**config.mk**
```make
export PLATFORM = sky130hd
export DESIGN_NAME = layer_input_deserializer
export DESIGN_NICKNAME = d
export VERILOG_FILES = /design/src/rtl/node_pkg.sv /design/src/rtl/layer_input_deserializer_pulse_delay.sv /design/src/rtl/layer_input_deserializer.sv
export SDC_FILE = /design/constraint.sdc
export NUM_CORES = 1
export LEC_CHECK = 0
export BUFFER_PORTS_ARGS = -buffer_cell sky130_fd_sc_hd__buf_2
export CORE_ASPECT_RATIO = 2
export CORE_MARGIN = 2
export CORE_UTILIZATION = 50
export CTS_BUF_LIST = sky130_fd_sc_hd__clkbuf_8 sky130_fd_sc_hd__clkbuf_16
export CTS_CLUSTER_DIAMETER = 60
export DETAILED_ROUTE_END_ITERATION = 16
export PLACE_DENSITY = 0.81
export SYNTH_ARGS = -nofsm -noshare
export SYNTH_HDL_FRONTEND = slang
export SYNTH_HIERARCHICAL = 1
export SYNTH_SLANG_ARGS = --single-unit
export TNS_END_PERCENT = 100
```
**constraint.sdc**
```tcl
create_clock -name clk -period 3.3 [get_ports clk]
set_input_delay 0.165 -clock clk [delete_from_list [all_inputs] [get_ports clk]]
set_output_delay 0.165 -clock clk [all_outputs]
set_load 0.01 [all_outputs]
```
**src/rtl/node_pkg.sv**
```systemverilog
// Shared layer constants, deserializer state encoding and the a_vec word-slice helper.
package node_pkg;
  localparam int DATA_W = 16;
  localparam int N_IN   = 10;
  localparam int CNT_W  = $clog2(N_IN);

  typedef enum logic [1:0] {FILL, FULL, DRAIN} state_t;

  function automatic int word_lsb(input int k);
    return k * DATA_W;
  endfunction
endpackage

```
**src/rtl/layer_input_deserializer_pulse_delay.sv**
```systemverilog
// LAT-stage shift register; every input pulse reappears exactly LAT cycles later.
module pulse_delay #(
  parameter int LAT = 3
) (
  input  logic clk,
  input  logic reset,
  input  logic in,
  output logic out
);
  logic [LAT-1:0] r_sr;

  always_ff @(posedge clk) begin
    if (reset) begin
      r_sr <= '0;
    end else begin
      r_sr[0] <= in;
      for (int i = 1; i < LAT; i++) r_sr[i] <= r_sr[i-1];
    end
  end

  assign out = r_sr[LAT-1];
endmodule

```
**src/rtl/layer_input_deserializer.sv**
```systemverilog
// Collects a serial activation stream into the node's parallel N_IN-word input vector.
module layer_input_deserializer
  import node_pkg::*;
#(
  parameter int LAT = 3
) (
  input  logic                   clk,
  input  logic                   reset,
  input  logic                   s_valid,
  output logic                   s_ready,
  input  logic [DATA_W-1:0]      s_data,
  input  logic                   s_last,
  input  logic                   hold,
  output logic [N_IN*DATA_W-1:0] a_vec,
  output logic                   vec_valid,
  output logic                   res_strobe,
  output logic                   err_short,
  output logic                   err_long
);
  state_t                 r_state;
  logic [CNT_W-1:0]       r_cnt;
  logic [N_IN*DATA_W-1:0] r_shadow;
  logic [N_IN*DATA_W-1:0] r_avec;
  logic                   r_ovl;
  logic                   r_vv;
  logic                   r_es;
  logic                   r_el;

  logic                   w_accept;
  logic                   w_last_slot;
  logic                   w_final;
  logic [N_IN*DATA_W-1:0] w_next_vec;

  assign s_ready     = (r_state != FULL) && !reset;
  assign w_accept    = s_valid && s_ready;
  assign w_last_slot = (r_cnt == CNT_W'(N_IN - 1));
  assign w_final     = s_last || w_last_slot;

  // Shadow words above cnt are always zero, which gives the zero-fill of short vectors for free.
  always_comb begin
    w_next_vec = r_shadow;
    for (int k = 0; k < N_IN; k++) begin
      if (r_cnt == CNT_W'(k)) w_next_vec[word_lsb(k) +: DATA_W] = s_data;
    end
  end

  always_ff @(posedge clk) begin
    if (reset) begin
      r_state  <= FILL;
      r_cnt    <= '0;
      r_shadow <= '0;
      r_avec   <= '0;
      r_ovl    <= 1'b0;
      r_vv     <= 1'b0;
      r_es     <= 1'b0;
      r_el     <= 1'b0;
    end else begin
      r_vv <= 1'b0;
      r_es <= 1'b0;
      r_el <= 1'b0;
      unique case (r_state)
        FILL: begin
          if (w_accept) begin
            if (w_final) begin
              r_es <= s_last && !w_last_slot;
              r_el <= !s_last;
              if (hold) begin
                r_shadow <= w_next_vec;
                r_ovl    <= !s_last;
                r_state  <= FULL;
              end else begin
                r_avec   <= w_next_vec;
                r_vv     <= 1'b1;
                r_shadow <= '0;
                r_cnt    <= '0;
                r_state  <= s_last ? FILL : DRAIN;
              end
            end else begin
              r_shadow <= w_next_vec;
              r_cnt    <= r_cnt + CNT_W'(1);
            end
          end
        end
        FULL: begin
          if (!hold) begin
            r_avec   <= r_shadow;
            r_vv     <= 1'b1;
            r_shadow <= '0;
            r_cnt    <= '0;
            r_ovl    <= 1'b0;
            r_state  <= r_ovl ? DRAIN : FILL;
          end
        end
        DRAIN: begin
          if (w_accept && s_last) r_state <= FILL;
        end
        default: r_state <= FILL;
      endcase
    end
  end

  assign a_vec     = r_avec;
  assign vec_valid = r_vv;
  assign err_short = r_es;
  assign err_long  = r_el;

  pulse_delay #(.LAT(LAT)) u_strobe_dly (
    .clk   (clk),
    .reset (reset),
    .in    (r_vv),
    .out   (res_strobe)
  );
endmodule

```
After elaboration in Yosys (flattened, before gate mapping)
Cells that the tools add are included.
Widths: inputs -> output; s select.
Storage, ports and cells
  input port bits: 21
  flip-flop bits (word level): 333
Cells by class
  reductions and logical operators: 17
  bitwise operators: 3
  equal/unequal tests: 18
  add/sub/neg operators: 1
  muxes and demuxes: 41
Operator list (number)
  $mux 160: 8
  $pmux 160 s2: 2
  $mux 16: 10
  $eq 4x3->1 const B: 4
  $mux 2: 7
  $mux 4: 3
  $ne 2x2->1 const B: 6
  $reduce_and 5->1: 2
  $eq 4x2->1 const B: 2
  $eq 4x4->1 const B: 2
  $pmux 4 s2: 1
  $mux 1: 7
  $pmux 2 s3: 1
  $add 4x1->4 const B: 1
  $eq 4x1->1 const B: 1
  $logic_and 1x1->1: 4
  $logic_not 4->1: 1
  $pmux 1 s2: 2
  $reduce_and 4->1: 1
  $reduce_or 4->1: 1
  $logic_not 1->1: 3
  $not 1->1: 3
  $reduce_and 3->1: 1
  $eq 2x1->1 const B: 1
  other kinds (6): 6

Depth between registers and ports, before layout
Gate-level depths: netlist (run 1).
  depth after elaboration: 6
  gate-level depth with buffers: 10
  mapped depth without buffers: 6

By module
Netlist (run 1), hierarchy kept.
By module, submodules not included
  layer_input_deserializer: area an instance 13108.8 sq um, instances 1, cells an instance 1393
  pulse_delay: area an instance 78.8 sq um, instances 1, cells an instance 6

Worst setup path before layout (run 1)
No wires, ideal clock.
  kind: register to register
  start: register r_cnt[1]
  end: register r_shadow[54]
  library setup time: 0.117 ns
  path buffers: 2
  cell stages (with the launch flop): 9
  path slack: 1.285 ns
  arrival: 1.898 ns
  cells stage by stage: dfxtp_1 -> inv_1 -> ha_1 -> nand3b_1 -> a21oi_4 -> buf_6 -> nor3b_4 -> buf_2 -> a22o_1
Between the ends
  word-level cells in the longest chain between the ends: 6
  elaborated cells between the ends (all ways): 8
  those cells by class: eq/ne: 2; mux: 5; reduce/logical: 1
RTL lines
  start: declaration: RTL line layer_input_deserializer.sv:21  | logic [CNT_W-1:0] r_cnt;
  start signal: assignment: RTL line layer_input_deserializer.sv:80  | r_cnt <= r_cnt + CNT_W'(1);
  $eq 4x2->1: RTL line layer_input_deserializer.sv:43  | if (r_cnt == CNT_W'(k)) w_next_vec[word_lsb(k) +: DATA_W] = s_data;
  $mux 16: RTL line layer_input_deserializer.sv:43
  $mux 160: RTL line layer_input_deserializer.sv:67  | if (hold) begin
  $mux 160 (*): RTL line layer_input_deserializer.sv:64  | if (w_final) begin
  $mux 160 (*): RTL line layer_input_deserializer.sv:63  | if (w_accept) begin
  $pmux 160 s2 (*): RTL line layer_input_deserializer.sv:61  | unique case (r_state)
  end signal: assignment: RTL line layer_input_deserializer.sv:68  | r_shadow <= w_next_vec;
  end signal: assignment: RTL line layer_input_deserializer.sv:79  | r_shadow <= w_next_vec;
  end: declaration: RTL line layer_input_deserializer.sv:22  | logic [N_IN*DATA_W-1:0] r_shadow;
Every way passes the cells marked *; elsewhere a longest branch is shown, timed or not. The select of a mux whose other input is x is not followed.
A chain may end at the register's enable or synchronous reset.

Final worst setup path (run 1)
  start: register r_state[0]
  end: register r_shadow[31]
Between the ends
  word-level cells in the longest chain between the ends: 5
  elaborated cells between the ends (all ways): 10
  those cells by class: eq/ne: 4; mux: 1; reduce/logical: 5
RTL lines
  start: declaration: RTL line layer_input_deserializer.sv:20  | state_t r_state;
  start signal: assignment: RTL line layer_input_deserializer.sv:76  | r_state <= s_last ? FILL : DRAIN;
  start signal: assignment: RTL line layer_input_deserializer.sv:91  | r_state <= r_ovl ? DRAIN : FILL;
  $ne 2x1->1: RTL line layer_input_deserializer.sv:34  | assign s_ready = (r_state != FULL) && !reset;
  $logic_and 1x1->1: RTL line layer_input_deserializer.sv:34
  $logic_and 1x1->1: RTL line layer_input_deserializer.sv:35  | assign w_accept = s_valid && s_ready;
  $ne 2x2->1 (no line)
  $reduce_and 3->1 (no line)
Several ways; a longest one is shown, not always the timed one.

==> results of run 1 <==
worst max path at each step:
stage	depth (start not counted)	from	slack (ns)	end
2_1_floorplan	8	r_cnt[1]	1.29	r_shadow[54]
3_3_place_gp	3	r_state[0]	0.90	r_shadow[5]
3_5_place_dp	3	r_state[0]	0.75	r_shadow[31]
4_1_cts	3	r_state[0]	0.73	r_shadow[31]
5_1_grt	3	r_state[0]	0.59	r_shadow[104]
6_report	3	r_state[0]	0.69	r_shadow[31]
cells in the final DEF (no fill, tap or decap), types with 2 or more instances in the layout:
master,Yosys,routed
a21oi_1,9,9
a21oi_4,2,2
a22o_1,160,160
a311oi_1,160,160
and3b_1,6,6
buf_12,1,6
buf_2,12,184
buf_4,10,17
bufinv_16,0,2
clkbuf_16,0,29
clkbuf_8,0,4
clkinv_2,0,10
dfxtp_1,333,333
dlygate4sd3_1,0,2
ha_1,4,4
inv_1,5,10
nand2_1,173,173
nand2b_1,3,2
nand3_1,163,163
nand3b_1,3,3
nor2_1,163,163
nor2b_1,7,7
nor3_1,3,3
nor3_2,2,2
nor3b_2,5,5
nor3b_4,8,8
o21ai_0,3,3
o32ai_2,5,5
o32ai_4,5,5
or3_1,3,3
Yosys cell counts, types with 5 or more instances:
cell	count	area, um2
buf_1	9	33.8
dfxtp_1	333	6670
a22o_1	160	1400
nor3b_2	5	62.6
clkbuf_1	120	450
nor3b_4	8	150
buf_6	10	113
nand3_1	163	816
a311oi_1	160	1400
buf_4	10	75.1
a21oi_1	9	45.0
o32ai_2	5	81.3
inv_1	5	18.8
and3b_1	6	52.6
o32ai_4	5	138
nor2_1	163	612
buf_2	12	60.1
nor2b_1	7	43.8
nand2_1	173	649
layer usage:
layer	up-vias	wire, um
met5	-	0
met4	0	1350
met3	104	3630
met2	666	16700
met1	5498	15500
li1	5310	-
report_power, final:
group | internal, uW | switching, uW | total [uW]
clock | 1850 | 1480 | 3330
sequential | 4130 | 62.8 | 4190
combinational | 226 | 497 | 723
total | 6200 | 2040 | 8240
worst reg2reg max path: cells and delay by family (launching register included):
kind             cells  cell delay, ns
flip-flops           1            0.44
AO/OA/AOI/OAI        2            1.25
AND/OR/NAND/NOR      1            0.86
layout make-up:
class / instances / share of cell area
Timing Repair Buffer: 210 / 0.0800
Clock buffer: 33 / 0.0520
Inverter: 5 / 0.00125
Tap cell: 344 / 0.0287
Sequential cell: 333 / 0.444
Multi-Input combinational cell: 898 / 0.383
Clock inverter: 19 / 0.0102
registers in the layout, summed over array words and instances (netlist names):
register / cells
a_vec: 160
r_shadow: 160
r_cnt: 4
u_strobe_dly/r_sr: 3
r_state: 2
err_long: 1
err_short: 1
r_ovl: 1
vec_valid: 1
cell families after synthesis:
| group | after synthesis | share of synthesized area |
|---|---|---|
| buf+inv | 168 | 0.0596 |
| compound gates | 350 | 0.240 |
| fa+ha+maj | 4 | 0.00380 |
| flops | 333 | 0.506 |
| simple gates | 544 | 0.191 |
through the flow:
step                setup slack [ns]  power (uW)   util  hold slack [ns]  area (um2)
global placement               0.899        4960  0.539            0.421       14000
detailed placement             0.751        4990  0.539            0.431       14000
CTS                            0.731        8250  0.576           0.0269       15000
finish                         0.694        8240  0.576           0.0329       15000
global route                   0.591        8460  0.576           0.0464       15000
floorplan                       1.29        4760      -            0.237       13200
==> run_results.csv, run 1 <==
group,metric,value,unit
run_status,outcome,"complete, no violations",
worst_setup_path,end_kind,"flip-flop",
clock_tree,tritoncts,"built",
sta,finalSetupTns,0,ns
logic_synthesis,seq_area_frac_synth,0.506,
worst_hold_path,hp-class,"in2reg",
sta,finalSetupViolCount,0,
sta,skew,0.0110,ns
logic_synthesis,ys_warn_count,6,
placed_design,place_inst,1788,
clock_tree,postCtsSetupBuffers,0,
worst_setup_path,path_delay_family,"compound AO/OA/AOI/OAI gates",
sta,hold_violations,0,
detailed_routing,vias,11600,
worst_setup_path,required,3.78,ns
worst_setup_path,slowest_stage,"o32ai_2",
cells_and_area,instances_no_fill,1842,
die,io_pins,186,
cells_and_area,fillCellCount,2238,
die,die_w,119,um
global_routing,grt_pass1_wl,58400,um
detailed_routing,wirelength,37200,um
die,fp.dieH,234,um
cells_and_area,regArea,6670,um2
worst_setup_path,crit_chain,"or4b_4 > o32ai_2 > a22o_1",
global_routing,grt.busiest_layer,"met2",
die,die_area,27800,um2
detailed_routing,routed_via_density,6.29,
worst_setup_path,crit_buf_inv,0,
sta,max_freq,384,MHz
logic_synthesis,syn_nets,1424,
global_routing,grt_overflow,0,
detailed_routing,antenna_left,0,
global_routing,use_met3,0.0479,
worst_setup_path,rr_worst_depth,3,
clock_tree,numCtsBuffers,28,
detailed_routing,wl_per_cell,20.2,um
sta,fin_crit,2.61,ns
logic_synthesis,synthFlopType,"dfxtp_1",
clock_tree,numClockSinks,333,
worst_setup_path,reg2reg_to,"r_shadow[31]",
die,rows,84,
sta,rsz0062_at_grt,"false",
logic_synthesis,netlist_instances,1399,
flow_run,max-cap-violations,0,
worst_setup_path,startpoint_type,"flip-flop",
die,core_region_area,26100,um2
logic_synthesis,yosys.cell_types.count,40,
logic_synthesis,syn_avg_cell_area,9.43,um2
clock_tree,clk_pin_slew_worst_paths,0.07,ns
clock_tree,cts-root-buf,"clkbuf_16",
placed_design,gp_congestion,0.830,
logic_synthesis,synth_edf_count,0,
worst_setup_path,critPathMaxFanout,25,
clock_tree,ctsResizeCount,0,
detailed_routing,dr.first_iter.drc_count,1269,
worst_setup_path,cpPeakStageDelay,0.97,ns
global_routing,track_usage,0.256,
logic_synthesis,synth_area,13200,um2
global_routing,grt_pass1_vias,10800,
cells_and_area,multi_input_area,5750,um2
sta,finalCritPeriodShare,0.790,
global_routing,use_met2,0.404,
sta,slew_viol_final,0,
global_routing,antenna_found_initial,0,
worst_setup_path,worstSetupPathType,"reg2reg",
global_routing,grt_max_degree,125,
cells_and_area,layout-area-overhead-vs-synth,13.7,%
worst_hold_path,min_from,"reset",
logic_synthesis,synth_seq_cells,333,
die,initial_core_util,0.506,
cells_and_area,final_nets,1501,
power,power.density,549,nW/um2
placed_design,port_buffers,185,
detailed_routing,drt-pass1-iter-count,8,
worst_setup_path,critical_path_arrival,3.09,ns
power,leakage,0.00546,uW
worst_hold_path,hold_depth,2,
cells_and_area,final_layout_size_suffix_gt1_frac,0.191,
clock_tree,clk_path_buf_depth,3,
power,ir_drop,0.466,mV
sta,worstMarginPinSlew,1.03,ns
clock_tree,htreeDepth,1,
detailed_routing,drc,0,
clock_tree,hold_buffers,2,
sta,maxSlewHeadroom,0.312,
worst_setup_path,r2r_slack,0.69,ns
placed_design,dp_hpwl,22700,um
worst_hold_path,min_to,"u_strobe_dly/r_sr[2]",
worst_setup_path,r2r-start,"r_state[0]",
cells_and_area,diodes,0,
global_routing,grtUsageMet1,0.349,
logic_synthesis,ys_async_sr_fraction,0,
clock_tree,clk_latency,0.55,ns
(Power assumes the default switching activity.)
==> run 2, diff against run 1 <==
- ABC_AREA: default -> 1
- PLACE_DENSITY: 0.81 -> 0.82
- clock period: 3.3 -> 2.2 ns (I/O delays scaled with it)
==> run 2 against run 1 <==
Net effect:
- via count up 49%
- non-clock buffer count grew 18
- final cell count is 76% higher
- sequential power increased by 63%
- sequential cell count unchanged
- worst setup slack lost 0.58 ns
- utilization fell by 0.23 points
==> run_results.csv, run 2 <==
group,metric,value,unit
logic_synthesis,synth-adder-area-share,0.00298,
global_routing,track_usage,0.256,
sta,finalCritPeriodShare,0.948,
power,ir_drop,0.623,mV
clock_tree,clk_pin_slew_worst_paths,0.07,ns
logic_synthesis,netlist_instances,2733,
worst_setup_path,startpoint_type,"flip-flop",
logic_synthesis,synth_top_area_cell,"dfxtp_1",
logic_synthesis,synth_edf_count,0,
sta,max_freq,480,MHz
die,io_pins,186,
die,die_w,134,um
clock_tree,numCtsBuffers,30,
clock_tree,tritoncts,"built",
die,rows,94,
logic_synthesis,synth_seq_cells,333,
logic_synthesis,synth-xor-area-share,0,
worst_setup_path,end_kind,"primary output",
run_status,outcome,"complete, no violations",
sta,hold_violations,0,
logic_synthesis,synth_top_cell_area_share,0.397,
sta,whs,0.377,ns
sta,skew,0.00809,ns
cells_and_area,final_common_cell,"nand2_1",
logic_synthesis,seq_area_frac_synth,0.397,
detailed_routing,drc,0,
sta,slew_viol_final,0,
placed_design,gp_congestion,0.860,
cells_and_area,layout-area-overhead-vs-synth,12.5,%
sta,finalSetupTns,0,ns
clock_tree,htreeDepth,1,
cells_and_area,final_nets,2812,
worst_setup_path,critical_path_arrival,1.98,ns
worst_setup_path,worstSetupPathType,"reg2out",
placed_design,dp_hpwl,28800,um
detailed_routing,dr.first_iter.drc_count,1938,
global_routing,grt_overflow,0,
power,power.density,774,nW/um2
logic_synthesis,synth.most_common_cell,"nand2_1",
logic_synthesis,syn_nets,2758,
cells_and_area,multi_input_area,8480,um2
cells_and_area,regArea,6670,um2
logic_synthesis,synthMuxAreaShare,0,
logic_synthesis,synth_area_leaders,"dfxtp_1, nand2_1, o21ai_0, nor2_1, nand3_1",
logic_synthesis,ys_async_sr_fraction,0,
global_routing,grt_pass1_vias,15400,
die,initial_core_util,0.509,
logic_synthesis,synthFlopType,"dfxtp_1",
cells_and_area,final_core_util,0.573,
power,leakage,0.00951,uW
cells_and_area,fillCellCount,3201,
clock_tree,clk_path_buf_depth,3,
logic_synthesis,syn_avg_cell_area,6.14,um2
global_routing,grt_pass1_wl,75200,um
die,core_region_area,32900,um2
sta,finalSetupViolCount,0,
sta,fin_crit,2.09,ns
detailed_routing,vias,17200,
placed_design,port_buffers,185,
logic_synthesis,yosys-top-cells-count,"nand2_1, nor2_1, dfxtp_1",
worst_setup_path,required,2.09,ns
detailed_routing,antenna_left,0,
logic_synthesis,synth_area,16800,um2
cells_and_area,diodes,0,
global_routing,grt_max_degree,235,
logic_synthesis,synth-simple-area-share,0.354,
clock_tree,cts-root-buf,"clkbuf_16",
sta,rsz0062_at_grt,"false",
logic_synthesis,synth_compound_area_frac,0.147,
worst_hold_path,hp-class,"in2reg",
detailed_routing,drt-pass1-iter-count,8,
clock_tree,clk_latency,0.57,ns
detailed_routing,wl_per_cell,14.5,um
logic_synthesis,synth_top_family_by_area,"simple AND/OR/NAND/NOR gates",
die,fp.dieH,263,um
sta,maxSlewHeadroom,0.319,
cells_and_area,final_layout_size_suffix_gt1_frac,0.101,
clock_tree,numClockSinks,333,
global_routing,antenna_found_initial,0,
flow_run,max-cap-violations,0,
die,die_area,35100,um2
logic_synthesis,ys_warn_count,6,
detailed_routing,routed_via_density,5.31,
worst_setup_path,critPathMaxFanout,62,
cells_and_area,mostFrequentLayoutCells,"nand2_1, nor2_1, dfxtp_1",
sta,worstMarginPinSlew,1.02,ns
logic_synthesis,yosys.cell_types.count,24,
detailed_routing,wirelength,47000,um
run 2: changes by cell type after synthesis, sizes merged, moves of 153 or more:
cell    delta
a21oi    +153
a22o     -160
nor2     +177
nand2    +817
o21ai    +321
a311oi   -160
inv      +187
run 2: cells by family after synthesis:
kind of cell | count (synthesis)
buf+inv | 399
fa+ha+maj | 4
simple gates | 1508
flops | 333
compound gates | 489
run 2: area by class of cell:
| cell class | instances | area share |
|---|---|---|
| inverter | 192 | 0.0387 |
| clock buffer | 41 | 0.0484 |
| clock inverter | 11 | 0.00272 |
| multi-input combinational | 2002 | 0.449 |
| tap | 432 | 0.0286 |
| sequential | 333 | 0.353 |
| timing repair buffer | 228 | 0.0789 |
run 2: repair_timing:
item | CTS | global route
setup endpoints to repair | 0 | 53
buffers inserted | 0 | 3
resized for setup | 0 | 1
hold buffers | 5 | 0
hold endpoints to repair | 12 | 0
run 2: per-layer routing:
layer / vias to the layer above / routed length (um) / GRT usage
li1: 8663 / - / -
met1: 7712 / 18900 / 0.319
met2: 682 / 22400 / 0.427
met3: 152 / 2900 / 0.0250
met4: 0 / 2850 / 0.152
met5: - / 0 / 0
run 2: worst paths after layout:
check                                     startpoint                    to  cells after the start  slack [ns]
worst max-delay path                      r_state[1]               s_ready                      6        0.11
worst min-delay path                       s_data[5]          r_shadow[21]                      5        0.38
worst max register to register              r_cnt[1]             err_short                      7        0.16
worst min register to register  u_strobe_dly/r_sr[1]  u_strobe_dly/r_sr[2]                      2        0.41
run 2: through the flow:
step                cells  total power, uW  setup slack, ns  area [um2]
global route         3239            15300         0.000772       18900
detailed placement   3178             9480            0.145       17800
floorplan            2733             8710            0.575       16800
global placement     3178             9370            0.260       17800
finish               3239            14600            0.115       18900
CTS                  3235            14700            0.120       18800
run 2: critical path, stage by stage (launching register included):
cell	delay, ns
dfxtp_1	0.34
inv_2	0.18
nand2_8	0.12
inv_4	0.22
buf_12	0.29
nor2_1	0.08
buf_2	0.15
run 2: power breakdown:
group,switching (uW),internal [uW]
registers,312,6520
clock network,2340,2870
logic,1710,871
